`src/rtl/jedro_1_lsu_gen_if.sv`:
```
// Purpose: bundles the jedro-1 LSU control, writeback, exception and data-memory signals.
// Latency: none; wiring only.
// Backpressure: carries ctrl valid/ready towards the core and req/gnt/rvalid towards memory.
interface jedro_1_lsu_gen_if #(
    parameter int DATA_WIDTH     = 32,
    parameter int ADDR_WIDTH     = 32,
    parameter int REG_ADDR_WIDTH = 5
);
    // Operation issue from decoder/ALU
    logic                      ctrl_valid_i;
    logic                      ctrl_ready_o;
    logic [3:0]                ctrl_i;
    logic [ADDR_WIDTH-1:0]     addr_i;
    logic [DATA_WIDTH-1:0]     wdata_i;
    logic [REG_ADDR_WIDTH-1:0] regdest_i;

    // Register-file writeback
    logic [DATA_WIDTH-1:0]     rdata_o;
    logic                      rf_wb_o;
    logic [REG_ADDR_WIDTH-1:0] regdest_o;

    // Exception report
    logic                      exc_misaligned_o;
    logic [ADDR_WIDTH-1:0]     exc_addr_o;

    // Data-memory port
    logic                      mem_req_o;
    logic                      mem_gnt_i;
    logic [ADDR_WIDTH-1:0]     mem_addr_o;
    logic                      mem_we_o;
    logic [DATA_WIDTH/8-1:0]   mem_be_o;
    logic [DATA_WIDTH-1:0]     mem_wdata_o;
    logic                      mem_rvalid_i;
    logic [DATA_WIDTH-1:0]     mem_rdata_i;

    // LSU side: accepts operations, masters the memory port
    modport master (
        input  ctrl_valid_i, ctrl_i, addr_i, wdata_i, regdest_i,
        output ctrl_ready_o,
        output rdata_o, rf_wb_o, regdest_o,
        output exc_misaligned_o, exc_addr_o,
        output mem_req_o, mem_addr_o, mem_we_o, mem_be_o, mem_wdata_o,
        input  mem_gnt_i, mem_rvalid_i, mem_rdata_i
    );

    // Environment side: core issuing operations plus the memory responder
    modport slave (
        output ctrl_valid_i, ctrl_i, addr_i, wdata_i, regdest_i,
        input  ctrl_ready_o,
        input  rdata_o, rf_wb_o, regdest_o,
        input  exc_misaligned_o, exc_addr_o,
        input  mem_req_o, mem_addr_o, mem_we_o, mem_be_o, mem_wdata_o,
        output mem_gnt_i, mem_rvalid_i, mem_rdata_i
    );
endinterface

```
`src/rtl/jedro_1_lsu_gen.sv`:
```
// Purpose: jedro-1 load-store unit: lane alignment, store replication, load extension, misalign detect.
// Latency: request registered 1 cycle after accept; load writeback 1 cycle after rvalid.
// Backpressure: ready drops while a request waits for gnt or MAX_OUTSTANDING loads are in flight.
module jedro_1_lsu_gen #(
    parameter int DATA_WIDTH      = 32,
    parameter int ADDR_WIDTH      = 32,
    parameter int REG_ADDR_WIDTH  = 5,
    parameter int MAX_OUTSTANDING = 2
) (
    input  logic               clk_i,
    input  logic               rstn_i,
    jedro_1_lsu_gen_if.master  bus
);
    localparam int BE_W  = DATA_WIDTH / 8;
    localparam int OFF_W = $clog2(BE_W);
    localparam int CNT_W = $clog2(MAX_OUTSTANDING + 1);
    localparam int PTR_W = (MAX_OUTSTANDING > 1) ? $clog2(MAX_OUTSTANDING) : 1;

    // Everything needed to finish a load once its data returns
    typedef struct packed {
        logic [REG_ADDR_WIDTH-1:0] regdest;
        logic [2:0]                funct3;
        logic [OFF_W-1:0]          off;
    } tag_t;

    // Decode of the offered operation
    logic             is_store;
    logic [2:0]       funct3;
    logic [1:0]       size;
    logic [OFF_W-1:0] off;
    logic [3:0]       nbytes_m1;
    logic             illegal;
    logic             misaligned;
    logic             bad_op;

    assign is_store   = bus.ctrl_i[3];
    assign funct3     = bus.ctrl_i[2:0];
    assign size       = funct3[1:0];
    assign off        = bus.addr_i[OFF_W-1:0];
    assign nbytes_m1  = (4'd1 << size) - 4'd1;
    assign misaligned = |(off & nbytes_m1[OFF_W-1:0]);
    assign bad_op     = illegal | misaligned;

    // Encodings that this bus width cannot serve are routed to the exception path
    always_comb begin
        illegal = 1'b0;
        if (funct3 == 3'b111)                        illegal = 1'b1;
        if (is_store && funct3[2])                   illegal = 1'b1;
        if ((DATA_WIDTH != 64) && (size == 2'b11))   illegal = 1'b1;
        if ((DATA_WIDTH != 64) && (funct3 == 3'b110)) illegal = 1'b1;
    end

    // Registered state
    logic                    mem_req_q;
    logic [ADDR_WIDTH-1:0]   mem_addr_q;
    logic                    mem_we_q;
    logic [BE_W-1:0]         mem_be_q;
    logic [DATA_WIDTH-1:0]   mem_wdata_q;
    logic [DATA_WIDTH-1:0]   rdata_q;
    logic                    rf_wb_q;
    logic [REG_ADDR_WIDTH-1:0] regdest_q;
    logic                    exc_q;
    logic [ADDR_WIDTH-1:0]   exc_addr_q;
    logic [CNT_W-1:0]        cnt_q;
    logic [PTR_W-1:0]        wr_ptr_q;
    logic [PTR_W-1:0]        rd_ptr_q;
    tag_t                    tag_mem [MAX_OUTSTANDING];

    // Handshake qualifiers
    logic ready;
    logic accept;
    logic issue;
    logic push;
    logic pop;

    assign ready  = (!mem_req_q || bus.mem_gnt_i) && (cnt_q < CNT_W'(MAX_OUTSTANDING));
    assign accept = bus.ctrl_valid_i && ready;
    assign issue  = accept && !bad_op;
    assign push   = issue && !is_store;
    assign pop    = bus.mem_rvalid_i && (cnt_q != '0);

    function automatic logic [PTR_W-1:0] ptr_inc(input logic [PTR_W-1:0] p);
        return (p == PTR_W'(MAX_OUTSTANDING - 1)) ? '0 : p + PTR_W'(1);
    endfunction

    // Store lane data: replicate the low bytes of the operand across every lane of the access size
    logic [DATA_WIDTH-1:0] st_data;
    logic [7:0]            size_mask;
    logic [BE_W-1:0]       st_be;

    always_comb begin
        case (size)
            2'b00:   st_data = {(DATA_WIDTH/8){bus.wdata_i[7:0]}};
            2'b01:   st_data = {(DATA_WIDTH/16){bus.wdata_i[15:0]}};
            2'b10:   st_data = {(DATA_WIDTH/32){bus.wdata_i[31:0]}};
            default: st_data = bus.wdata_i;
        endcase
        case (size)
            2'b00:   size_mask = 8'h01;
            2'b01:   size_mask = 8'h03;
            2'b10:   size_mask = 8'h0F;
            default: size_mask = 8'hFF;
        endcase
        st_be = BE_W'(size_mask) << off;
    end

    // Load result: move the addressed bytes to bit 0, then sign- or zero-extend
    tag_t                  head;
    logic [DATA_WIDTH-1:0] ld_shift;
    logic [DATA_WIDTH-1:0] keep_mask;
    logic                  sign_bit;
    logic [DATA_WIDTH-1:0] ld_data;

    assign head     = tag_mem[rd_ptr_q];
    assign ld_shift = bus.mem_rdata_i >> {head.off, 3'b000};

    always_comb begin
        keep_mask = '1;
        sign_bit  = 1'b0;
        case (head.funct3[1:0])
            2'b00: begin
                keep_mask = DATA_WIDTH'(8'hFF);
                sign_bit  = ld_shift[7];
            end
            2'b01: begin
                keep_mask = DATA_WIDTH'(16'hFFFF);
                sign_bit  = ld_shift[15];
            end
            2'b10: begin
                keep_mask = DATA_WIDTH'(32'hFFFF_FFFF);
                sign_bit  = ld_shift[31];
            end
            default: begin
                keep_mask = '1;
                sign_bit  = 1'b0;
            end
        endcase
        ld_data = (ld_shift & keep_mask) |
                  ((sign_bit && !head.funct3[2]) ? ~keep_mask : '0);
    end

    // Memory request register: load on a legal accept, otherwise hold until granted
    always_ff @(posedge clk_i or negedge rstn_i) begin
        if (!rstn_i) begin
            mem_req_q   <= 1'b0;
            mem_addr_q  <= '0;
            mem_we_q    <= 1'b0;
            mem_be_q    <= '0;
            mem_wdata_q <= '0;
        end else if (issue) begin
            mem_req_q   <= 1'b1;
            mem_addr_q  <= bus.addr_i & ~ADDR_WIDTH'(BE_W - 1);
            mem_we_q    <= is_store;
            mem_be_q    <= st_be;
            mem_wdata_q <= st_data;
        end else if (bus.mem_gnt_i) begin
            mem_req_q   <= 1'b0;
        end
    end

    // Exception pulse for misaligned or unsupported operations
    always_ff @(posedge clk_i or negedge rstn_i) begin
        if (!rstn_i) begin
            exc_q      <= 1'b0;
            exc_addr_q <= '0;
        end else if (accept && bad_op) begin
            exc_q      <= 1'b1;
            exc_addr_q <= bus.addr_i;
        end else begin
            exc_q      <= 1'b0;
        end
    end

    // Load tag FIFO and outstanding count; rvalid with nothing pending is dropped
    always_ff @(posedge clk_i or negedge rstn_i) begin
        if (!rstn_i) begin
            cnt_q    <= '0;
            wr_ptr_q <= '0;
            rd_ptr_q <= '0;
            for (int i = 0; i < MAX_OUTSTANDING; i++) tag_mem[i] <= '0;
        end else begin
            if (push) begin
                tag_mem[wr_ptr_q] <= '{regdest: bus.regdest_i, funct3: funct3, off: off};
                wr_ptr_q          <= ptr_inc(wr_ptr_q);
            end
            if (pop) rd_ptr_q <= ptr_inc(rd_ptr_q);
            if (push && !pop)      cnt_q <= cnt_q + CNT_W'(1);
            else if (pop && !push) cnt_q <= cnt_q - CNT_W'(1);
        end
    end

    // Writeback register: one-cycle strobe, data and destination held between strobes
    always_ff @(posedge clk_i or negedge rstn_i) begin
        if (!rstn_i) begin
            rf_wb_q   <= 1'b0;
            rdata_q   <= '0;
            regdest_q <= '0;
        end else if (pop) begin
            rf_wb_q   <= 1'b1;
            rdata_q   <= ld_data;
            regdest_q <= head.regdest;
        end else begin
            rf_wb_q   <= 1'b0;
        end
    end

    assign bus.ctrl_ready_o     = ready;
    assign bus.mem_req_o        = mem_req_q;
    assign bus.mem_addr_o       = mem_addr_q;
    assign bus.mem_we_o         = mem_we_q;
    assign bus.mem_be_o         = mem_be_q;
    assign bus.mem_wdata_o      = mem_wdata_q;
    assign bus.rdata_o          = rdata_q;
    assign bus.rf_wb_o          = rf_wb_q;
    assign bus.regdest_o        = regdest_q;
    assign bus.exc_misaligned_o = exc_q;
    assign bus.exc_addr_o       = exc_addr_q;
endmodule

```
`src/flat_wrapper.sv`:
```
// flat-port wrapper written by rule: the top's interface ports become plain ports
module jedro_1_lsu_gen_flat 
#(
    parameter int DATA_WIDTH      = 32,
    parameter int ADDR_WIDTH      = 32,
    parameter int REG_ADDR_WIDTH  = 5,
    parameter int MAX_OUTSTANDING = 2
)
  (clk_i, rstn_i, bus_ctrl_valid_i, bus_ctrl_i, bus_addr_i, bus_wdata_i, bus_regdest_i, bus_ctrl_ready_o, bus_rdata_o, bus_rf_wb_o, bus_regdest_o, bus_exc_misaligned_o, bus_exc_addr_o, bus_mem_req_o, bus_mem_addr_o, bus_mem_we_o, bus_mem_be_o, bus_mem_wdata_o, bus_mem_gnt_i, bus_mem_rvalid_i, bus_mem_rdata_i);
  jedro_1_lsu_gen_if #(.DATA_WIDTH(DATA_WIDTH), .ADDR_WIDTH(ADDR_WIDTH), .REG_ADDR_WIDTH(REG_ADDR_WIDTH)) bus_i ();
  input  logic clk_i;
  input  logic rstn_i;
  input wire logic [$bits(bus_i.ctrl_valid_i)-1:0] bus_ctrl_valid_i;
  input wire logic [$bits(bus_i.ctrl_i)-1:0] bus_ctrl_i;
  input wire logic [$bits(bus_i.addr_i)-1:0] bus_addr_i;
  input wire logic [$bits(bus_i.wdata_i)-1:0] bus_wdata_i;
  input wire logic [$bits(bus_i.regdest_i)-1:0] bus_regdest_i;
  output wire logic [$bits(bus_i.ctrl_ready_o)-1:0] bus_ctrl_ready_o;
  output wire logic [$bits(bus_i.rdata_o)-1:0] bus_rdata_o;
  output wire logic [$bits(bus_i.rf_wb_o)-1:0] bus_rf_wb_o;
  output wire logic [$bits(bus_i.regdest_o)-1:0] bus_regdest_o;
  output wire logic [$bits(bus_i.exc_misaligned_o)-1:0] bus_exc_misaligned_o;
  output wire logic [$bits(bus_i.exc_addr_o)-1:0] bus_exc_addr_o;
  output wire logic [$bits(bus_i.mem_req_o)-1:0] bus_mem_req_o;
  output wire logic [$bits(bus_i.mem_addr_o)-1:0] bus_mem_addr_o;
  output wire logic [$bits(bus_i.mem_we_o)-1:0] bus_mem_we_o;
  output wire logic [$bits(bus_i.mem_be_o)-1:0] bus_mem_be_o;
  output wire logic [$bits(bus_i.mem_wdata_o)-1:0] bus_mem_wdata_o;
  input wire logic [$bits(bus_i.mem_gnt_i)-1:0] bus_mem_gnt_i;
  input wire logic [$bits(bus_i.mem_rvalid_i)-1:0] bus_mem_rvalid_i;
  input wire logic [$bits(bus_i.mem_rdata_i)-1:0] bus_mem_rdata_i;
  assign bus_i.ctrl_valid_i = bus_ctrl_valid_i;
  assign bus_i.ctrl_i = bus_ctrl_i;
  assign bus_i.addr_i = bus_addr_i;
  assign bus_i.wdata_i = bus_wdata_i;
  assign bus_i.regdest_i = bus_regdest_i;
  assign bus_ctrl_ready_o = bus_i.ctrl_ready_o;
  assign bus_rdata_o = bus_i.rdata_o;
  assign bus_rf_wb_o = bus_i.rf_wb_o;
  assign bus_regdest_o = bus_i.regdest_o;
  assign bus_exc_misaligned_o = bus_i.exc_misaligned_o;
  assign bus_exc_addr_o = bus_i.exc_addr_o;
  assign bus_mem_req_o = bus_i.mem_req_o;
  assign bus_mem_addr_o = bus_i.mem_addr_o;
  assign bus_mem_we_o = bus_i.mem_we_o;
  assign bus_mem_be_o = bus_i.mem_be_o;
  assign bus_mem_wdata_o = bus_i.mem_wdata_o;
  assign bus_i.mem_gnt_i = bus_mem_gnt_i;
  assign bus_i.mem_rvalid_i = bus_mem_rvalid_i;
  assign bus_i.mem_rdata_i = bus_mem_rdata_i;
  jedro_1_lsu_gen #(.DATA_WIDTH(DATA_WIDTH), .ADDR_WIDTH(ADDR_WIDTH), .REG_ADDR_WIDTH(REG_ADDR_WIDTH), .MAX_OUTSTANDING(MAX_OUTSTANDING)) u_core (.clk_i(clk_i), .rstn_i(rstn_i), .bus(bus_i));
endmodule
```
`config.mk`:
```
export PLATFORM = sky130hd
export DESIGN_NAME = jedro_1_lsu_gen_flat
export DESIGN_NICKNAME = d
export VERILOG_FILES = /design/src/rtl/jedro_1_lsu_gen_if.sv /design/src/rtl/jedro_1_lsu_gen.sv /design/src/flat_wrapper.sv
export SDC_FILE = /design/constraint.sdc
export NUM_CORES = 1
export LEC_CHECK = 0
export BUFFER_PORTS_ARGS = -buffer_cell sky130_fd_sc_hd__buf_2
export CORE_AREA = 5 5 127 117
export DETAILED_ROUTE_END_ITERATION = 8
export DIE_AREA = 0 0 132 122
export PLACE_DENSITY_LB_ADDON = 0.08
export SYNTH_ARGS = -nofsm -noshare
export SYNTH_HDL_FRONTEND = slang
export SYNTH_SLANG_ARGS = --single-unit
```
`constraint.sdc`:
```
create_clock -name clk_i -period 6.4 [get_ports clk_i]
set_input_delay 0.96 -clock clk_i [delete_from_list [all_inputs] [get_ports clk_i]]
set_output_delay 0.96 -clock clk_i [all_outputs]
set_load 0.01 [all_outputs]
```
==> impl_results.md <==
- Routed vias/inst: 5.44
- # rows: 41
- Antenna violations before repair: 2
- Type of origin of the critical path: input pin
- Hold_ws: 0.473 ns
- Post-synthesis cell type count: 45
- Setup TNS: 0 ns
- Total setup buffers inserted after CTS: 0
- Total CTS buffers: 17
- Pre-Repair DR Iteration Count: 7
- Tcrit/Tclk final: 0.523
- CP required: 6.75 ns
- Hold violation count in the final report: 0
- Flops & latches, synth: 163
- Iter 0 DRT Violations: 428
- CTS root buf: clkbuf_16
- Kind of critical path: input pin to flip-flop
- Layout Skew: 0.00916 ns
- CTS tree: built
- Post-DP HPWL: 12.9 mm
- Synth warnings: 0
- Worst hold path class: flip-flop to flip-flop
- Arrival @ worst endpoint: 3.70 ns
- First-pass GRT wire length: 28.9 mm
- Fin crit period: 3.35 ns
- Final #Nets: 917
- FMAX: 0.299 GHz
- Die width: 132 microns
- Status: finished, final reports clean
- DRC: 0
- # IOs: 252
- Pre-CTS setup slack: 2.59 ns
- Input/output buffers: 249
- Clk slew on worst S/H paths: 0.06 ns
- CP Capture Type: flip-flop
- Unrepaired setup endpoints after global routing: no
- N_diodes: 0
- Leakage Power: 4.54 nW
- Worst Tran Pin Value: 1.01 ns
- Die ar.: 16100 sq um
- Die height: 122 microns
- Max Slew Vio Count: 0
- Total number of vias: 5381
- Bufs on Longest Clock Path: 2
- Power consumption: 4.59 mW
- Wirelength per Cell: 18.0 microns
- Syn avg cell area: 12.5 sq um
- Seq/Total Area, Yosys: 0.579
- WL final: 17.8 mm
- Peak supply drop: 0.276 mV
- Core area: 13600 sq um
- Max_cap viols: 0
- Mapped Cells: 565
- Pin count of the biggest net entering global routing: 98
- Synth-to-layout area growth: 28.1%
- Final setup viols: 0
- Overall routing resource usage: 0.223
- Clock sinks: 163
- Post-layout util: 0.664
- Grt ovf: 0
- Cts repair resizes: 0
- Skew-Pair Late Insertion Delay: 0.42 ns
- Vias in the first global route: 5657
- Share of cells above drive strength 1: 0.480
- Worst slew margin: 0.328
- ANT nets after route: 0
- Initial Util: 0.519
- Pwr/cell area: 508 nW/um^2
- H-tree depth: 4
- CP max FO: 97
- RePlAce Congestion: 0.881
- Worst setup margin: 3.05 ns
- Synth Cell Area: 7050 sq um
- # hold bufs at CTS: 0
==> synthesized netlist by cell type, drive strengths merged <==
cell type    n  area, sq um
buf         16         85.1
o32ai        1         16.3
mux2i       32          333
nand3        3         20.0
a32o         1         10.0
o31ai        2         15.0
a211oi       1         7.51
o211ai      10         80.1
a2bb2oi      1         8.76
nor2b        1         6.26
ha           2         25.0
and2         2         12.5
a22oi        8         60.1
nand2b      13         81.3
a2111oi      1         27.5
and3         1         6.26
o21ai       47          239
a21oi       21          105
xor2         3         26.3
a21o         2         15.0
or3b         1         8.76
clkbuf      17         63.8
or2          2         12.5
nor3         3         26.3
o21bai       1         7.51
mux2       101         1140
nor2        21         78.8
o211a        2         20.0
a222oi       7         70.1
xnor2        2         17.5
inv          4         15.0
a221o        7         70.1
nor3b        3         22.5
and3b        1         8.76
dfrtp      163         4080
nand2       61          229
conb         1         3.75
==> per-layer routing <==
| metal | global-route usage | vias to the layer above | part of all wire |
|---|---|---|---|
| met2 | 0.364 | 218 | 0.49 |
| met1 | 0.279 | 2625 | 0.41 |
| met4 | 0.0726 | 4 | 0.012 |
| li1 | - | 2511 | - |
| met5 | 0 | - | 0.00079 |
| met3 | 0.0809 | 23 | 0.093 |
==> kinds of logic (layout without fill, tap and decap cells) <==
| logic type | after synthesis | after routing | synth area share |
|---|---|---|---|
| adder cells (fa/ha/maj) | 2 | 2 | 0.00355 |
| XOR/XNOR | 5 | 5 | 0.00621 |
| other | 1 | 2 | 0.000532 |
| multiplexers | 133 | 133 | 0.209 |
| buffers and inverters | 37 | 289 | 0.0232 |
| flip-flops | 163 | 163 | 0.579 |
| AND/OR/NAND/NOR | 112 | 112 | 0.0728 |
| AO/OA/AOI/OAI | 112 | 112 | 0.107 |
==> layout by cell type (no fill, tap or decap), drive strengths merged, types with 7 or more instances in the layout <==
master and count:
a221o 7, mux2 101, dfrtp 163, a22oi 8, o211ai 10, buf 253
o21ai 47, nor2 21, mux2i 32, a21oi 21, nand2b 13, a222oi 7
clkbuf 23, nand2 61
==> report_power, final <==
group	switching [mW]	internal, mW	leakage [nW]
logic	0.896	0.841	2.24
registers	0.296	1.52	2.01
clock network	0.395	0.643	0.289
==> worst paths after layout <==
kind,startpoint,endpoint,slack (ns),cells past startpoint
worst max register to register,u_core.rd_ptr_q,u_core.bus.rdata_o[15],3.40,5
min in group asynchronous,rstn_i,u_core.bus.mem_wdata_o[22],0.62,1
worst max-delay path,bus_ctrl_i[0],u_core.cnt_q[1],3.05,12
max in group asynchronous,rstn_i,u_core.bus.mem_be_o[2],4.39,2
worst min register to register,u_core.bus.mem_wdata_o[12],u_core.bus.mem_wdata_o[12],0.47,2
worst min-delay path,u_core.bus.mem_wdata_o[12],u_core.bus.mem_wdata_o[12],0.47,2
==> through the flow <==
stage | instances | area, sq um
2_1_floorplan | 566 | 7050
3_3_place_gp | 958 | 8420
3_5_place_dp | 958 | 8420
4_1_cts | 990 | 9030
5_1_grt | 990 | 9030
6_report | 990 | 9030
==> registers in the layout (all words and copies together), names as in the netlist, 2 cells and up <==
signal	flops
u_core.bus.rdata_o	32
u_core.bus.regdest_o	5
u_core.bus.exc_addr_o	32
u_core.bus.mem_addr_o	30
u_core.tag_mem	20
u_core.bus.mem_wdata_o	32
u_core.cnt_q	2
u_core.bus.mem_be_o	4
==> worst max-delay path, stage by stage <==
cell,delay (ns)
buf_2,0.22
or2_2,0.35
ha_1,0.27
inv_1,0.05
a2bb2oi_1,0.10
nand3_4,0.11
buf_4,0.77
nor2_1,0.17
ha_1,0.25
xor2_1,0.14
nor2_1,0.13
xor2_1,0.15
==> final cells by class <==
class	count	area, sq um
Clock inverter	9	128
Fill cell	1067	4570
Inverter	4	15.0
Timing Repair Buffer	253	1280
Multi-Input combinational cell	366	2830
Clock buffer	23	478
Sequential cell	163	4080
Tap cell	172	215
No activity file was read; power rests on OpenSTA's default activity.
